[src/rtl/cpu_pkg.sv]
// Shared CPU front-end types and constants: widths, bubble encoding, fetch entry
// struct and small arithmetic helpers used by the fetch stage.
package cpu_pkg;

    localparam int PC_W   = 32;
    localparam int INSN_W = 32;

    localparam logic [INSN_W-1:0] NOP_INSN = 32'h0000_0013;

    typedef struct packed {
        logic [PC_W-1:0]   pc;
        logic [INSN_W-1:0] insn;
    } fetch_entry_t;

    typedef enum logic [1:0] {
        IFID_HOLD   = 2'd0,
        IFID_BUBBLE = 2'd1,
        IFID_FIFO   = 2'd2,
        IFID_BYPASS = 2'd3
    } ifid_sel_e;

    // Sequential fetch address; wraps modulo 2^PC_W.
    function automatic logic [PC_W-1:0] next_pc(input logic [PC_W-1:0] pc);
        return pc + 32'd4;
    endfunction

    // Saturating event counter step.
    function automatic logic [31:0] sat_inc(input logic [31:0] val, input logic en);
        logic [31:0] res;
        if (en && (val != 32'hFFFF_FFFF)) begin
            res = val + 32'd1;
        end else begin
            res = val;
        end
        return res;
    endfunction

endpackage

[src/rtl/fetch_stage_if.sv]
// Bundle of hazard-control inputs, instruction-memory bus and IF/ID outputs of the fetch stage.
interface fetch_stage_if;
    import cpu_pkg::*;

    logic              pc_write;
    logic              ifid_write;
    logic              ifid_flush;
    logic              branch_taken;
    logic [PC_W-1:0]   branch_target;
    logic              imem_req;
    logic [PC_W-1:0]   imem_addr;
    logic [INSN_W-1:0] imem_rdata;
    logic [PC_W-1:0]   ifid_pc;
    logic [INSN_W-1:0] ifid_insn;
    logic              ifid_valid;
    logic [31:0]       stall_cnt;
    logic [31:0]       flush_cnt;

    modport master (
        input  pc_write, ifid_write, ifid_flush, branch_taken, branch_target, imem_rdata,
        output imem_req, imem_addr, ifid_pc, ifid_insn, ifid_valid, stall_cnt, flush_cnt
    );

    modport slave (
        output pc_write, ifid_write, ifid_flush, branch_taken, branch_target, imem_rdata,
        input  imem_req, imem_addr, ifid_pc, ifid_insn, ifid_valid, stall_cnt, flush_cnt
    );

endinterface

[src/rtl/fetch_skid_fifo.sv]
// Two-entry skid buffer of returned fetch words; supports simultaneous push and pop
// when full, with clear taking priority over both.
module fetch_skid_fifo
    import cpu_pkg::*;
(
    input  logic         clk,
    input  logic         rst,
    input  logic         clear,
    input  logic         push,
    input  fetch_entry_t push_data,
    input  logic         pop,
    output fetch_entry_t head,
    output logic [1:0]   count
);

    fetch_entry_t mem_r [2];
    logic         wr_ptr_r;
    logic         rd_ptr_r;
    logic [1:0]   cnt_r;

    // Pointer and occupancy tracking.
    always_ff @(posedge clk or posedge rst) begin
        if (rst) begin
            wr_ptr_r <= 1'b0;
            rd_ptr_r <= 1'b0;
            cnt_r    <= 2'd0;
        end else if (clear) begin
            wr_ptr_r <= 1'b0;
            rd_ptr_r <= 1'b0;
            cnt_r    <= 2'd0;
        end else begin
            if (push) begin
                wr_ptr_r <= ~wr_ptr_r;
            end
            if (pop) begin
                rd_ptr_r <= ~rd_ptr_r;
            end
            cnt_r <= cnt_r + {1'b0, push} - {1'b0, pop};
        end
    end

    // Entry storage.
    always_ff @(posedge clk or posedge rst) begin
        if (rst) begin
            for (int i = 0; i < 2; i++) begin
                mem_r[i] <= '0;
            end
        end else if (push && !clear) begin
            mem_r[wr_ptr_r] <= push_data;
        end
    end

    assign head  = mem_r[rd_ptr_r];
    assign count = cnt_r;

endmodule

[src/rtl/fetch_stage.sv]
// Instruction-fetch front end: PC, 1-cycle IMEM request tracking, skid FIFO and IF/ID register.
// Optional saturating stall/flush counters are built when FETCH_PERF_CNT_EN is defined.
module fetch_stage #(
    parameter logic [cpu_pkg::PC_W-1:0]   RESET_PC = 32'h0000_0000,
    parameter logic [cpu_pkg::INSN_W-1:0] NOP_INSN = cpu_pkg::NOP_INSN
) (
    input logic            clk,
    input logic            rst,
    fetch_stage_if.master  bus
);
    import cpu_pkg::*;

    logic [PC_W-1:0]   pc_r;
    logic              pend_r;
    logic [PC_W-1:0]   pend_pc_r;
    logic              pend_kill_r;
    logic [PC_W-1:0]   ifid_pc_r;
    logic [INSN_W-1:0] ifid_insn_r;
    logic              ifid_valid_r;

    logic [1:0]        fifo_cnt_s;
    fetch_entry_t      fifo_head_s;
    fetch_entry_t      ret_entry_s;
    logic              ret_valid_s;
    logic              fifo_empty_s;
    logic              src_avail_s;
    logic              pop_s;
    logic [2:0]        inflight_s;
    logic              issue_s;
    logic              fifo_push_s;
    logic              fifo_pop_s;
    ifid_sel_e         ifid_sel_s;

    // Issue/return decisions; occupancy counts the pending word even if killed.
    always_comb begin
        ret_valid_s  = pend_r & ~pend_kill_r;
        ret_entry_s  = '{pc: pend_pc_r, insn: bus.imem_rdata};
        fifo_empty_s = (fifo_cnt_s == 2'd0);
        src_avail_s  = ~fifo_empty_s | ret_valid_s;
        pop_s        = bus.ifid_write & src_avail_s;
        inflight_s   = {1'b0, fifo_cnt_s} + {2'b00, pend_r} - {2'b00, pop_s};
        issue_s      = ~rst & bus.pc_write & ~bus.ifid_flush & (inflight_s < 3'd2);
        fifo_push_s  = ret_valid_s & ~bus.ifid_flush & ~(fifo_empty_s & bus.ifid_write);
        fifo_pop_s   = bus.ifid_write & ~bus.ifid_flush & ~fifo_empty_s;
    end

    // IF/ID source select: flush beats stall, FIFO head beats the bypass word.
    always_comb begin
        ifid_sel_s = IFID_HOLD;
        if (bus.ifid_flush) begin
            ifid_sel_s = IFID_BUBBLE;
        end else if (!bus.ifid_write) begin
            ifid_sel_s = IFID_HOLD;
        end else if (!fifo_empty_s) begin
            ifid_sel_s = IFID_FIFO;
        end else if (ret_valid_s) begin
            ifid_sel_s = IFID_BYPASS;
        end else begin
            ifid_sel_s = IFID_BUBBLE;
        end
    end

    fetch_skid_fifo u_skid (
        .clk       (clk),
        .rst       (rst),
        .clear     (bus.ifid_flush),
        .push      (fifo_push_s),
        .push_data (ret_entry_s),
        .pop       (fifo_pop_s),
        .head      (fifo_head_s),
        .count     (fifo_cnt_s)
    );

    // Program counter; a taken redirect only applies together with a flush.
    always_ff @(posedge clk or posedge rst) begin
        if (rst) begin
            pc_r <= RESET_PC;
        end else if (bus.ifid_flush && bus.branch_taken) begin
            pc_r <= bus.branch_target;
        end else if (issue_s) begin
            pc_r <= next_pc(pc_r);
        end else begin
            pc_r <= pc_r;
        end
    end

    // In-flight request tracking.
    always_ff @(posedge clk or posedge rst) begin
        if (rst) begin
            pend_r      <= 1'b0;
            pend_pc_r   <= '0;
            pend_kill_r <= 1'b0;
        end else begin
            pend_r <= issue_s;
            if (issue_s) begin
                pend_pc_r <= pc_r;
            end
            if (bus.ifid_flush) begin
                pend_kill_r <= pend_r;
            end else if (issue_s) begin
                pend_kill_r <= 1'b0;
            end
        end
    end

    // IF/ID pipeline register.
    always_ff @(posedge clk or posedge rst) begin
        if (rst) begin
            ifid_pc_r    <= '0;
            ifid_insn_r  <= NOP_INSN;
            ifid_valid_r <= 1'b0;
        end else begin
            case (ifid_sel_s)
                IFID_FIFO: begin
                    ifid_pc_r    <= fifo_head_s.pc;
                    ifid_insn_r  <= fifo_head_s.insn;
                    ifid_valid_r <= 1'b1;
                end
                IFID_BYPASS: begin
                    ifid_pc_r    <= ret_entry_s.pc;
                    ifid_insn_r  <= ret_entry_s.insn;
                    ifid_valid_r <= 1'b1;
                end
                IFID_BUBBLE: begin
                    ifid_pc_r    <= '0;
                    ifid_insn_r  <= NOP_INSN;
                    ifid_valid_r <= 1'b0;
                end
                default: begin
                    ifid_pc_r    <= ifid_pc_r;
                    ifid_insn_r  <= ifid_insn_r;
                    ifid_valid_r <= ifid_valid_r;
                end
            endcase
        end
    end

    assign bus.imem_req   = issue_s;
    assign bus.imem_addr  = pc_r;
    assign bus.ifid_pc    = ifid_pc_r;
    assign bus.ifid_insn  = ifid_insn_r;
    assign bus.ifid_valid = ifid_valid_r;

`ifdef FETCH_PERF_CNT_EN
    logic [31:0] stall_cnt_r;
    logic [31:0] flush_cnt_r;

    // Saturating stall and flush event counters.
    always_ff @(posedge clk or posedge rst) begin
        if (rst) begin
            stall_cnt_r <= 32'h0;
            flush_cnt_r <= 32'h0;
        end else begin
            stall_cnt_r <= sat_inc(stall_cnt_r, ~bus.ifid_write & ~bus.ifid_flush);
            flush_cnt_r <= sat_inc(flush_cnt_r, bus.ifid_flush);
        end
    end

    assign bus.stall_cnt = stall_cnt_r;
    assign bus.flush_cnt = flush_cnt_r;
`else
    assign bus.stall_cnt = 32'h0;
    assign bus.flush_cnt = 32'h0;
`endif

endmodule
[src/flat_wrapper.sv]
// flat-port wrapper written by rule: the top's interface ports become plain ports
module fetch_stage_flat import cpu_pkg::*;
#(
    parameter logic [cpu_pkg::PC_W-1:0]   RESET_PC = 32'h0000_0000,
    parameter logic [cpu_pkg::INSN_W-1:0] NOP_INSN = cpu_pkg::NOP_INSN
)
  (clk, rst, bus_pc_write, bus_ifid_write, bus_ifid_flush, bus_branch_taken, bus_branch_target, bus_imem_rdata, bus_imem_req, bus_imem_addr, bus_ifid_pc, bus_ifid_insn, bus_ifid_valid, bus_stall_cnt, bus_flush_cnt);
  fetch_stage_if bus_i ();
  input logic clk;
  input logic rst;
  input wire logic [$bits(bus_i.pc_write)-1:0] bus_pc_write;
  input wire logic [$bits(bus_i.ifid_write)-1:0] bus_ifid_write;
  input wire logic [$bits(bus_i.ifid_flush)-1:0] bus_ifid_flush;
  input wire logic [$bits(bus_i.branch_taken)-1:0] bus_branch_taken;
  input wire logic [$bits(bus_i.branch_target)-1:0] bus_branch_target;
  input wire logic [$bits(bus_i.imem_rdata)-1:0] bus_imem_rdata;
  output wire logic [$bits(bus_i.imem_req)-1:0] bus_imem_req;
  output wire logic [$bits(bus_i.imem_addr)-1:0] bus_imem_addr;
  output wire logic [$bits(bus_i.ifid_pc)-1:0] bus_ifid_pc;
  output wire logic [$bits(bus_i.ifid_insn)-1:0] bus_ifid_insn;
  output wire logic [$bits(bus_i.ifid_valid)-1:0] bus_ifid_valid;
  output wire logic [$bits(bus_i.stall_cnt)-1:0] bus_stall_cnt;
  output wire logic [$bits(bus_i.flush_cnt)-1:0] bus_flush_cnt;
  assign bus_i.pc_write = bus_pc_write;
  assign bus_i.ifid_write = bus_ifid_write;
  assign bus_i.ifid_flush = bus_ifid_flush;
  assign bus_i.branch_taken = bus_branch_taken;
  assign bus_i.branch_target = bus_branch_target;
  assign bus_i.imem_rdata = bus_imem_rdata;
  assign bus_imem_req = bus_i.imem_req;
  assign bus_imem_addr = bus_i.imem_addr;
  assign bus_ifid_pc = bus_i.ifid_pc;
  assign bus_ifid_insn = bus_i.ifid_insn;
  assign bus_ifid_valid = bus_i.ifid_valid;
  assign bus_stall_cnt = bus_i.stall_cnt;
  assign bus_flush_cnt = bus_i.flush_cnt;
  fetch_stage #(.RESET_PC(RESET_PC), .NOP_INSN(NOP_INSN)) u_core (.clk(clk), .rst(rst), .bus(bus_i));
endmodule
[config.mk]
export PLATFORM = sky130hd
export DESIGN_NAME = fetch_stage_flat
export DESIGN_NICKNAME = d
export VERILOG_FILES = /design/src/rtl/cpu_pkg.sv /design/src/rtl/fetch_stage_if.sv /design/src/rtl/fetch_skid_fifo.sv /design/src/rtl/fetch_stage.sv /design/src/flat_wrapper.sv
export SDC_FILE = /design/constraint.sdc
export NUM_CORES = 1
export LEC_CHECK = 0
export CAP_MARGIN = 20
export CORE_MARGIN = 3
export CORE_UTILIZATION = 43
export CTS_BUF_LIST = sky130_fd_sc_hd__clkbuf_8
export DETAILED_ROUTE_END_ITERATION = 10
export GPL_ROUTABILITY_DRIVEN = 1
export PLACE_DENSITY_LB_ADDON = 0.2
export SLEW_MARGIN = 20
export SYNTH_ARGS = -nofsm -noshare
export SYNTH_HDL_FRONTEND = slang
export SYNTH_SLANG_ARGS = --single-unit
export TNS_END_PERCENT = 100
[constraint.sdc]
create_clock -name clk -period 8.7 [get_ports clk]
set_input_delay 0.87 -clock clk [delete_from_list [all_inputs] [get_ports clk]]
set_output_delay 0.87 -clock clk [all_outputs]
set_load 0.01 [all_outputs]
==> impl_metrics.ini <==
[clock_tree]
clk_pin_slew_worst_paths_ps = 50
cts_buffers = 46
cts_resized = 0
htree_levels = 2
clk_path_buf_depth = 3
cts-root-buf = clkbuf_8
ctsHoldBuffers = 0
clock_sinks = 263
clk-insertion-delay-late_ps = 540
post_cts_buffers = 0
cts_tree = done

[min_path]
hold_depth = 1
hold_end = u_core.u_skid.mem_r[110]
hold_start = u_core.u_skid.mem_r[110]
hold_class = flip-flop to flip-flop

[critical_path]
endpoint_kind = output pin
worstPathArrival_ps = 4750
cp-start-kind = primary input
worstPathMaxFanout = 55
ff2ff_setup_slack_ps = 4530
cp_common_cell = clkdlybuf4s50_1
critPathBufInv = 5
r2r_cells = 13
crit_chain = clkdlybuf4s50_1 > a21bo_2 > inv_1 > ha_1 > nand2b_1 > fa_1 > nand4bb_1 > or2_2 > buf_4 > inv_2 > clkdlybuf4s50_1
crit_family = buffers and inverters
r2r-start = u_core.pend_kill_r
path_class = primary input to output pin
r2r_end = u_core.bus.imem_addr[23]
slowest_stage = clkdlybuf4s50_1
cp.required_ps = 7830
critPathMaxStageDelay_ps = 680

[power]
p_switching_mw = 1.17
power_density_nw_per_um2 = 263
ir_worst_vdd_mv = 0.105
p_int_mw = 2.75
comb_power_share_pct = 22.9
p_leak_nw = 6.75
clkPwrFrac_pct = 31.6
netSwitchingFraction_pct = 29.8
seqPwrFrac_pct = 45.4

[detailed_routing]
drtAntennaViolNets = 0
drt-met1-wl_mm = 13.9
viasPerCell = 5.26
wire_per_inst_um = 17.7
route.detailed.drc = 0
topRoutingLayerUsed = met4
drt-total-wl_mm = 29.4
dr_total_vias = 8703
met2RoutedLength_mm = 12.9
met3_length_mm = 1.95
drt-initial-drc-count = 568
first_pass_iters = 5

[grt]
grt_max_degree = 109
antenna_found_initial = 0
gr-total-overflow = 0
grtUsageTotal_pct = 19.3
grt_pass1_vias = 8786
grt_pass1_wl_mm = 47.9

[run]
drv_cap = 0

[sta]
tightest_slew_ps = 1030
rsz0062_at_grt = no
tns_ps = 0
fmax_mhz = 178
finalHoldViolCount = 0
clock_skew_ps = 14.4
setup_viol = 0
post-route-min-period_ps = 5620
slew_headroom_pct = 31.2
slew_viol_final = 0
finalCritPeriodShare_pct = 64.6

[synth]
synth_xor_area_share_pct = 0.942
yosysWarnings = 0
synth_simple_gate_area_share_pct = 12.3
synth_area_um2 = 12100
synth-edff-count = 0
synth_compound_area_share_pct = 7.84
yosysUniqueCellTypes = 52
synthCells = 1085
yosysSeqAreaShare_pct = 54.5
synth-async-reset-ratio_pct = 100
yosys_register_bits = 263
ys.flop_type = dfrtp_1
synth_area_per_cell_um2 = 11.1
synth_fa_ha_area_share_pct = 0.580
muxShareOfSynthArea_pct = 17.4
synth_top_family_by_area = multiplexers

[placed_design]
gp_congestion = 0.823
dpl.hpwl_mm = 18.0
port_buffers = 167

[finish]
layout_commonest_cell = dfrtp_1
final_util_pct = 54.6
layout.nets = 1321
mostFrequentLayoutCells = dfrtp_1, nand2_1, clkdlybuf4s50_1, mux2_2, nor2_1
antenna_cells = 0
drive_gt1_share_pct = 18.5
syn2layout_area_growth_pct = 23.2

[die]
die-area_um2 = 30100
rows = 60
initial_core_util_pct = 44.3
core-area_um2 = 27300
die_h_um = 174
die_x_um = 174
io_pins = 232

[status]
outcome = finished clean
==> logic make-up after synthesis <==
| group | after synthesis |
|---|---|
| AND/OR/NAND/NOR | 347 |
| XOR/XNOR | 13 |
| other | 1 |
| multiplexers | 193 |
| flip-flops | 263 |
| buffers and inverters | 138 |
| AO/OA/AOI/OAI | 125 |
| adder cells (fa/ha/maj) | 5 |
==> per-stage QoR <==
| step | area, µm² | setup WS (ps) | power, mW | std cells | hold slack [ps] |
|---|---|---|---|---|---|
| after floorplan | 12300 | 595 | 2.31 | 1148 | 472 |
| after global placement | 13800 | 3150 | 2.68 | 1570 | 481 |
| after detailed placement | 13800 | 3080 | 2.70 | 1570 | 487 |
| after CTS | 14900 | 3090 | 3.96 | 1654 | 504 |
| after global routing | 14900 | 2850 | 4.15 | 1654 | 514 |
| final | 14900 | 3080 | 3.91 | 1654 | 503 |
==> how the worst max path moves through the flow <==
| stage | start | to | slack [ps] | cells after the start |
|---|---|---|---|---|
| 2_1_floorplan | rst | u_core.bus.ifid_insn[10] | 590 | 1 |
| 3_3_place_gp | bus_ifid_write | bus_imem_req | 3150 | 11 |
| 3_5_place_dp | bus_ifid_write | bus_imem_req | 3080 | 11 |
| 6_report | bus_ifid_write | bus_imem_req | 3080 | 11 |
| 5_1_grt | bus_ifid_write | bus_imem_req | 2850 | 11 |
| 4_1_cts | bus_ifid_write | bus_imem_req | 3090 | 11 |
==> power groups by stage <==
stage | Sequential, mW | Clock (mW) | Combinational [mW]
global route | 1.83 | 1.33 | 0.993
detailed placement | 1.80 | 0 | 0.904
global placement | 1.79 | 0 | 0.889
CTS | 1.78 | 1.28 | 0.909
floorplan | 1.75 | 0 | 0.558
finish | 1.78 | 1.24 | 0.898
==> cell type report <==
type                    instances  area [µm²]
clock buffers                  64         881
clock inverters                20         166
fillers                      2400       12400
inverters                      10        45.0
multi-input cells             747        4990
flip-flops and latches        263        6590
well taps                     372         465
repair buffers                178        1760
==> per-layer routing <==
layer / vias up / track usage, %
met4: 0 / 5.23
met2: 291 / 28.8
li1: 4027 / -
met1: 4333 / 28.2
met3: 52 / 4.58
met5: - / 0
==> state kept, by name, indices dropped and copies added (netlist names), 2 cells and up <==
name and cells:
u_core.bus.imem_addr 32, u_core.u_skid.count 2, u_core.bus.ifid_insn 32, u_core.bus.ifid_pc 32, u_core.pend_pc_r 32, u_core.u_skid.mem_r 128
==> synth_stat cells (all sizes together), types with 2 or more instances <==
cell / number / share of area [%]
o21ai: 24 / 0.99
a221o: 3 / 0.25
a311oi: 2 / 0.14
nor4: 6 / 0.43
clkbuf: 36 / 1.1
nand2b: 2 / 0.10
xnor2: 2 / 0.14
nand4: 13 / 0.85
o211ai: 6 / 0.37
ha: 4 / 0.41
nand2: 194 / 6.0
mux2i: 61 / 5.1
buf: 92 / 5.0
inv: 10 / 0.31
or3: 4 / 0.22
and2: 2 / 0.10
nand3: 19 / 0.79
and3: 3 / 0.16
dfstp: 3 / 0.65
o31a: 3 / 0.22
nor3: 10 / 0.46
o311ai: 2 / 0.14
a221oi: 61 / 4.4
mux2: 132 / 12
dfrtp: 260 / 54
a21oi: 11 / 0.46
a22oi: 5 / 0.31
a211oi: 3 / 0.19
or2: 3 / 0.16
nor2: 86 / 2.7
xor2: 11 / 0.80
Note: power is estimated with default switching activity, not from simulation.
